**config.mk**
```make
export PLATFORM = sky130hd
export DESIGN_NAME = dmem_arbiter
export DESIGN_NICKNAME = d
export VERILOG_FILES = /design/src/rtl/dmem_arbiter.sv
export SDC_FILE = /design/constraint.sdc
export NUM_CORES = 1
export LEC_CHECK = 0
export ABC_AREA = 1
export CAP_MARGIN = 40
export CORE_MARGIN = 3
export CORE_UTILIZATION = 27
export DETAILED_ROUTE_END_ITERATION = 16
export PLACE_DENSITY_LB_ADDON = 0.3
export RECOVER_POWER = 25
export SYNTH_ARGS = -nofsm -noshare
export SYNTH_HDL_FRONTEND = slang
export SYNTH_SLANG_ARGS = --single-unit
export TNS_END_PERCENT = 10
```
**constraint.sdc**
```tcl
create_clock -name clock -period 3.7 [get_ports clock]
set_input_delay 0.37 -clock clock [delete_from_list [all_inputs] [get_ports clock]]
set_output_delay 0.37 -clock clock [all_outputs]
set_load 0.005 [all_outputs]
```
**src/rtl/dmem_arbiter.sv**
```systemverilog
// Shares one data memory between the core MEM stage and an external (debug/DMA) port.
// The core has priority; a starvation counter forces one external access after STARVE_LIMIT lost cycles.
module dmem_arbiter #(
    parameter int DMEM_ADDR_WIDTH = 12,
    parameter int DMEM_WORD_WIDTH = 16,
    parameter int STARVE_LIMIT    = 4,
    parameter int CNT_WIDTH       = 3
) (
    input  logic                       clock,
    input  logic                       reset,
    input  logic                       in_core_rd_en,
    input  logic [DMEM_ADDR_WIDTH-1:0] in_core_rd_addr,
    input  logic                       in_core_wr_en,
    input  logic [DMEM_ADDR_WIDTH-1:0] in_core_wr_addr,
    input  logic [DMEM_WORD_WIDTH-1:0] in_core_wr_word,
    output logic [DMEM_WORD_WIDTH-1:0] out_core_rd_word,
    output logic                       out_core_stall,
    input  logic                       in_ext_req,
    input  logic                       in_ext_we,
    input  logic [DMEM_ADDR_WIDTH-1:0] in_ext_addr,
    input  logic [DMEM_WORD_WIDTH-1:0] in_ext_wr_word,
    output logic                       out_ext_gnt,
    output logic                       out_ext_rvalid,
    output logic [DMEM_WORD_WIDTH-1:0] out_ext_rd_word,
    output logic [DMEM_ADDR_WIDTH-1:0] out_dmem_rd_addr,
    output logic [DMEM_ADDR_WIDTH-1:0] out_dmem_wr_addr,
    output logic [DMEM_WORD_WIDTH-1:0] out_dmem_wr_word,
    output logic                       out_dmem_write_en,
    input  logic [DMEM_WORD_WIDTH-1:0] in_dmem_rd_word
);

    localparam logic [CNT_WIDTH-1:0] LIMIT = CNT_WIDTH'(STARVE_LIMIT);

    logic [CNT_WIDTH-1:0] wait_cnt;
    logic                 rd_owner_q;
    logic                 rvalid_q;
    logic                 core_act;
    logic                 force_ext;
    logic                 ext_win;

    assign core_act  = in_core_rd_en | in_core_wr_en;
    assign force_ext = in_ext_req & (wait_cnt == LIMIT);
    assign ext_win   = in_ext_req & (~core_act | force_ext);

    always_ff @(posedge clock or posedge reset) begin
        if (reset) begin
            wait_cnt   <= '0;
            rd_owner_q <= 1'b0;
            rvalid_q   <= 1'b0;
        end else begin
            if (ext_win | ~in_ext_req) begin
                wait_cnt <= '0;
            end else if (wait_cnt != LIMIT) begin
                wait_cnt <= wait_cnt + 1'b1;
            end
            rvalid_q   <= ext_win & ~in_ext_we;
            rd_owner_q <= ext_win;
        end
    end

    // Outputs are gated by reset so nothing reaches the memory while reset is high.
    always_comb begin
        out_ext_gnt       = 1'b0;
        out_core_stall    = 1'b0;
        out_dmem_rd_addr  = '0;
        out_dmem_wr_addr  = '0;
        out_dmem_wr_word  = '0;
        out_dmem_write_en = 1'b0;
        out_ext_rvalid    = 1'b0;
        out_ext_rd_word   = '0;
        out_core_rd_word  = '0;
        if (!reset) begin
            out_ext_gnt    = ext_win;
            out_core_stall = force_ext & core_act;
            if (ext_win) begin
                out_dmem_rd_addr  = in_ext_addr;
                out_dmem_wr_addr  = in_ext_addr;
                out_dmem_wr_word  = in_ext_wr_word;
                out_dmem_write_en = in_ext_we;
            end else begin
                out_dmem_rd_addr  = in_core_rd_addr;
                out_dmem_wr_addr  = in_core_wr_addr;
                out_dmem_wr_word  = in_core_wr_word;
                out_dmem_write_en = in_core_wr_en;
            end
            out_ext_rvalid   = rvalid_q;
            out_ext_rd_word  = rvalid_q ? in_dmem_rd_word : '0;
            // The core never sees data returned for an external read.
            out_core_rd_word = rd_owner_q ? '0 : in_dmem_rd_word;
        end
    end

endmodule

```
==> results of run 1 <==
[path summary, 6_finish.rpt]
path                                   from                    to  slack, ns  cells past startpoint
worst max-delay path             in_ext_req  out_dmem_wr_word[11]       0.74                      8
worst min-delay path            wait_cnt[0]           wait_cnt[0]       0.47                      1
worst max register to register  wait_cnt[0]            rd_owner_q       2.01                      6
worst min register to register  wait_cnt[0]           wait_cnt[0]       0.47                      1
max in group asynchronous             reset           wait_cnt[1]       2.63                      4
min in group asynchronous             reset            rd_owner_q       0.87                      4
[sequential cells by signal (all words and copies together) (netlist names)]
signal,flops
rvalid_q,1
rd_owner_q,1
wait_cnt,3
[metrics by stage]
step | std cells | area [um2] | hold WS, ns | worst slack, ns
global route | 428 | 2880 | 0.507 | 0.568
floorplan | 224 | 1230 | 0.432 | 2.06
CTS | 428 | 2880 | 0.480 | 0.790
detailed placement | 424 | 2830 | 0.476 | 0.792
global placement | 424 | 2830 | 0.455 | 0.869
finish | 428 | 2880 | 0.474 | 0.736
[layout make-up]
class                   instances  area share
flip-flops and latches          5      0.0435
inverters                      25      0.0335
well taps                      50      0.0217
repair buffers                168       0.582
multi-input cells             176       0.304
clock buffers                   4      0.0157
[where the power goes]
group          total (mW)  internal [mW]  switching (mW)  leakage (nW)
clock              0.0989         0.0738          0.0251        0.0228
combinational       0.278          0.178          0.0999          1.20
sequential         0.0596         0.0578         0.00175        0.0673
total               0.437          0.310           0.127          1.29
[critical path, delay by kind of cell]
family                 cells  cell delay [ns]
and+or+nand+nor            5             0.85
buffers and inverters      3             1.35
[cell families after synthesis]
family,Yosys count,share of synthesized area
compound gates,24,0.0973
xor+xnor,1,0.00709
fa+ha+maj,2,0.0203
buf+inv,43,0.190
flops,5,0.101
simple gates,149,0.584
[layout by cell type (no fill, tap or decap)]
cell type,n
a21oi_1,24
buf_4,3
clkbuf_1,1
clkbuf_8,3
clkdlybuf4s50_1,153
dfrtp_1,5
dlygate4sd3_1,12
ha_1,2
inv_1,24
inv_4,1
nand2_1,44
nand2_4,2
nand3_1,3
nand3_2,10
nand3_4,1
nand3b_1,17
nor2_1,71
or2_0,1
xnor2_1,1
[layer usage]
layer,share of wire,up-vias,track usage
met4,0.0097,0,0.0322
met1,0.37,824,0.192
met3,0.097,6,0.0438
met2,0.53,90,0.368
met5,0,-,0
li1,-,995,-
==> run_results.csv, run 1 <==
group,metric,value,unit
outcome,outcome,"finished, final reports clean",
logic_synthesis,avgSynthCellArea,5.51,um2
critical_path,crit_arrival,2.59,ns
place,port_buffers,165,
routing,dr.first_iter.drc_count,84,
power_and_ir_drop,leakagePower,1.29,nW
layout,drive_gt1_frac,0.0529,
routing,vias,1915,
die,core,4200,um2
grt,antenna_found_initial,0,
flow_run,maxCapViolations,0,
grt,grt_pass1_wl,8.01,mm
critical_path,required,3.33,ns
routing,via_per_inst,4.47,
die,io_pins,166,
clock_network,post_cts_resized,0,
routing,wirelength,5.58,mm
grt,grt_max_degree,32,
sta,tightestPinTransition,0.812,ns
routing,detail_route.first_pass.iterations,4,
die,die_y,73.6,um
logic_synthesis,synth_edf_count,0,
layout,layout.nets,471,
place,gp_congestion,0.826,
clock_network,cts_tree,"built",
sta,drv_slew,0,
logic_synthesis,synth_cell_types,20,
logic_synthesis,yosysTopAreaCell,"nor2_1",
layout,area_delta_synth_final,133,%
layout,multi_input_area,875,um2
critical_path,cpMaxStageDelayCell,"dlygate4sd3_1",
logic_synthesis,synthCells,224,
logic_synthesis,post-synth-top-count-cell,"nor2_1",
routing,drc,0,
critical_path,end_kind,"primary output",
sta,setup_tns,0,ns
clock_network,cts_max_path_buffers,2,
logic_synthesis,synth_warnings,0,
grt,grt_pass1_vias,1751,
grt,overflow,0,
sta,setup_viol,0,
clock_network,cts_htree_levels,1,
grt,grt_use_total,0.184,
critical_path,cp_max_fo,30,
sta,relSlewSlack,0.459,
die,dieArea,5420,um2
layout,final-seq-area,125,um2
sta,hold_viol_final,0,
routing,postRouteAntennaNets,0,
logic_synthesis,ys_seq_area_frac,0.101,
clock_network,root_buffer,"clkbuf_8",
power_and_ir_drop,power.total,0.437,mW
die,rows,23,
logic_synthesis,syn_area,1230,um2
logic_synthesis,yosys-top-cells-count,"nor2_1, nand2_1, a21oi_1, inv_1, nand3b_1",
clock_network,clk_latency,0.22,ns
sta,clock_skew,0.00248,ns
clock_network,cts_setup_buffers,0,
layout,diodes,0,
place,dp_hpwl,4.61,mm
clock_network,clkTransAtPathRegs,0.04,ns
logic_synthesis,synthFlopType,"dfrtp_1",
critical_path,slowest_delay,0.59,ns
critical_path,critPathLaunchType,"input port",
logic_synthesis,syn_nets,316,
die,dieWidth,73.6,um
sta,max_freq,337,MHz
logic_synthesis,synthArstFlopShare,1.00,
logic_synthesis,ys_ff_latch,5,
power_and_ir_drop,max-vdd-ir-drop,0.144,mV
layout,fillers,380,
clock_network,cts_made_buffers,3,
power_and_ir_drop,powerDensity,152,nW/um2
min_path,hold_path.class,"reg -> reg",
layout,final_util,0.685,
sta,grt_setup_unrepaired,"false",
critical_path,cp_cell_sequence,"dlygate4sd3_1 > nand3_4 > nand2_4 > nand2_4 > inv_4 > nor2_1 > nor2_1 > clkdlybuf4s50_1",
logic_synthesis,synth_top_cell_area_share,0.216,
clock_network,cts_sinks,5,
logic_synthesis,synthTopCellsByArea,"nor2_1, nand2_1, nand3b_1",
clock_network,hold_buffers,0,
sta,fin_crit_sh,0.801,
critical_path,path_class,"in -> out",
routing,drt-wirelength-per-cell,13.0,um
die,start_util,0.294,
sta,fin_crit,2.96,ns
Note: power is estimated with default switching activity, not from simulation.
==> run 2: changes to the inputs <==
Settings changed: CORE_UTILIZATION 27 to 25.
Clock period 3.7 ns to 3.05 ns, I/O delays scaled along.
==> run 2 against run 1 <==
- routed wire length shrank 0.20%
- sequential power grew 21%
- count of clock-buffer cells in the layout is the same
- final cell count grew 3.7%
- largest cell class unchanged
- largest power group unchanged
==> run_results.csv, run 2 (synthesis gave the netlist of run 1 again) <==
group,metric,value,unit
outcome,outcome,"finished, final reports clean",
layout,largest_reg_flops,3,
routing,detail_route.first_pass.iterations,4,
routing,dr.first_iter.drc_count,45,
die,dieArea,5820,um2
routing,wirelength,5.57,mm
layout,diodes,0,
die,rows,24,
sta,drv_slew,0,
layout,finalNonFillerCells,444,
clock_network,post_cts_resized,0,
routing,via_per_inst,4.38,
critical_path,required,2.74,ns
die,io_pins,166,
clock_network,hold_buffers,0,
critical_path,critPathLaunchType,"input port",
sta,clock_skew,0.00112,ns
routing,drt-wirelength-per-cell,12.5,um
critical_path,cp_max_fo,31,
layout,layout.nets,472,
critical_path,path_class,"in -> out",
grt,grt_pass1_vias,1820,
critical_path,end_kind,"primary output",
routing,postRouteAntennaNets,0,
clock_network,cts_tree,"built",
sta,tightestPinTransition,0.974,ns
clock_network,clk_latency,0.22,ns
grt,grt_pass1_wl,8.87,mm
sta,setup_viol,0,
routing,drc,0,
place,dp_hpwl,4.56,mm
sta,max_freq,370,MHz
sta,setup_ws,0.344,ns
clock_network,cts_setup_buffers,0,
clock_network,root_buffer,"clkbuf_8",
clock_network,cts_max_path_buffers,2,
clock_network,cts_htree_levels,1,
power_and_ir_drop,max-vdd-ir-drop,0.129,mV
place,gp_congestion,0.782,
min_path,hold_path.class,"reg -> reg",
layout,drive_gt1_frac,0.0528,
die,start_util,0.271,
die,die_y,76.3,um
grt,grt_use_total,0.182,
clock_network,clkTransAtPathRegs,0.04,ns
layout,final_cell_mix,"clkdlybuf4s50_1, nor2_1, nand2_1",
die,dieWidth,76.3,um
layout,top_regs,"wait_cnt x3, rd_owner_q x1, rvalid_q x1",
die,core,4560,um2
layout,area_delta_synth_final,135,%
power_and_ir_drop,leakagePower,1.29,nW
sta,relSlewSlack,0.351,
sta,hold_viol_final,0,
sta,fin_crit_sh,0.887,
power_and_ir_drop,powerDensity,184,nW/um2
place,port_buffers,165,
clock_network,cts_sinks,5,
grt,grt_max_degree,32,
grt,overflow,0,
clock_network,cts_made_buffers,3,
layout,final_common_cell,"clkdlybuf4s50_1",
flow_run,maxCapViolations,0,
critical_path,crit_arrival,2.40,ns
layout,largest_register,"wait_cnt",
sta,setup_tns,0,ns
sta,grt_setup_unrepaired,"false",
sta,fin_crit,2.71,ns
routing,vias,1946,
place,dp_cells,440,
sta,hold_ws,0.466,ns
grt,antenna_found_initial,0,
place,place_ws,0.336,ns
==> run 2: changes by cell type in the layout (fill, tap and decap cells not counted), sizes merged <==
cell | previous run | this run
dlygate4sd3 | 12 | 10
clkdlybuf4s50 | 153 | 155
clkbuf | 4 | 5
==> run 2: path summary, 6_finish.rpt <==
path	from	end	slack (ns)	cells past startpoint
max	in_ext_req	out_dmem_write_en	0.34	7
min	wait_cnt[0]	wait_cnt[0]	0.47	1
max reg2reg	wait_cnt[0]	rd_owner_q	1.54	6
min reg2reg	wait_cnt[0]	wait_cnt[0]	0.47	1
max in group asynchronous	reset	wait_cnt[2]	1.69	3
min in group asynchronous	reset	rvalid_q	0.77	3
==> run 2: critical path: stages <==
cell	delay, ns
clkdlybuf4s50_1	0.53
buf_4	0.37
nand2_4	0.25
inv_4	0.23
nor2_1	0.06
nor2_1	0.11
clkdlybuf4s50_1	0.51
==> run 2: layout make-up <==
class                           instances  area, um2
Clock buffer                            4       45.0
Fill cell                             420       1660
Inverter                               25       96.3
Multi-Input combinational cell        176        875
Sequential cell                         5        125
Tap cell                               65       81.3
Timing Repair Buffer                  169       1680
==> run 2: stage by stage <==
stage | power (mW) | utilization | area [um2]
after floorplan | 0.198 | - | 1230
after global placement | 0.414 | 0.626 | 2860
after detailed placement | 0.417 | 0.626 | 2860
after CTS | 0.545 | 0.636 | 2900
after global routing | 0.575 | 0.635 | 2900
final | 0.533 | 0.635 | 2900
==> run 2: layer usage <==
metal,global-route usage,routed length [um]
met1,0.209,2200
met2,0.330,2830
met3,0.0378,437
met5,0,0
met4,0.0670,102
==> run 2: power by group <==
part,switching (mW),leakage (nW),internal (mW)
clock,0.0329,0.0228,0.0898
sequential,0.00212,0.0673,0.0701
combinational,0.121,1.20,0.217
==> run 3: changes to the inputs <==
Settings changed: CTS_CLUSTER_SIZE from default to 16.
==> results of run 3 <==
Final layout, timing and power as in run 2 (identical DEF).
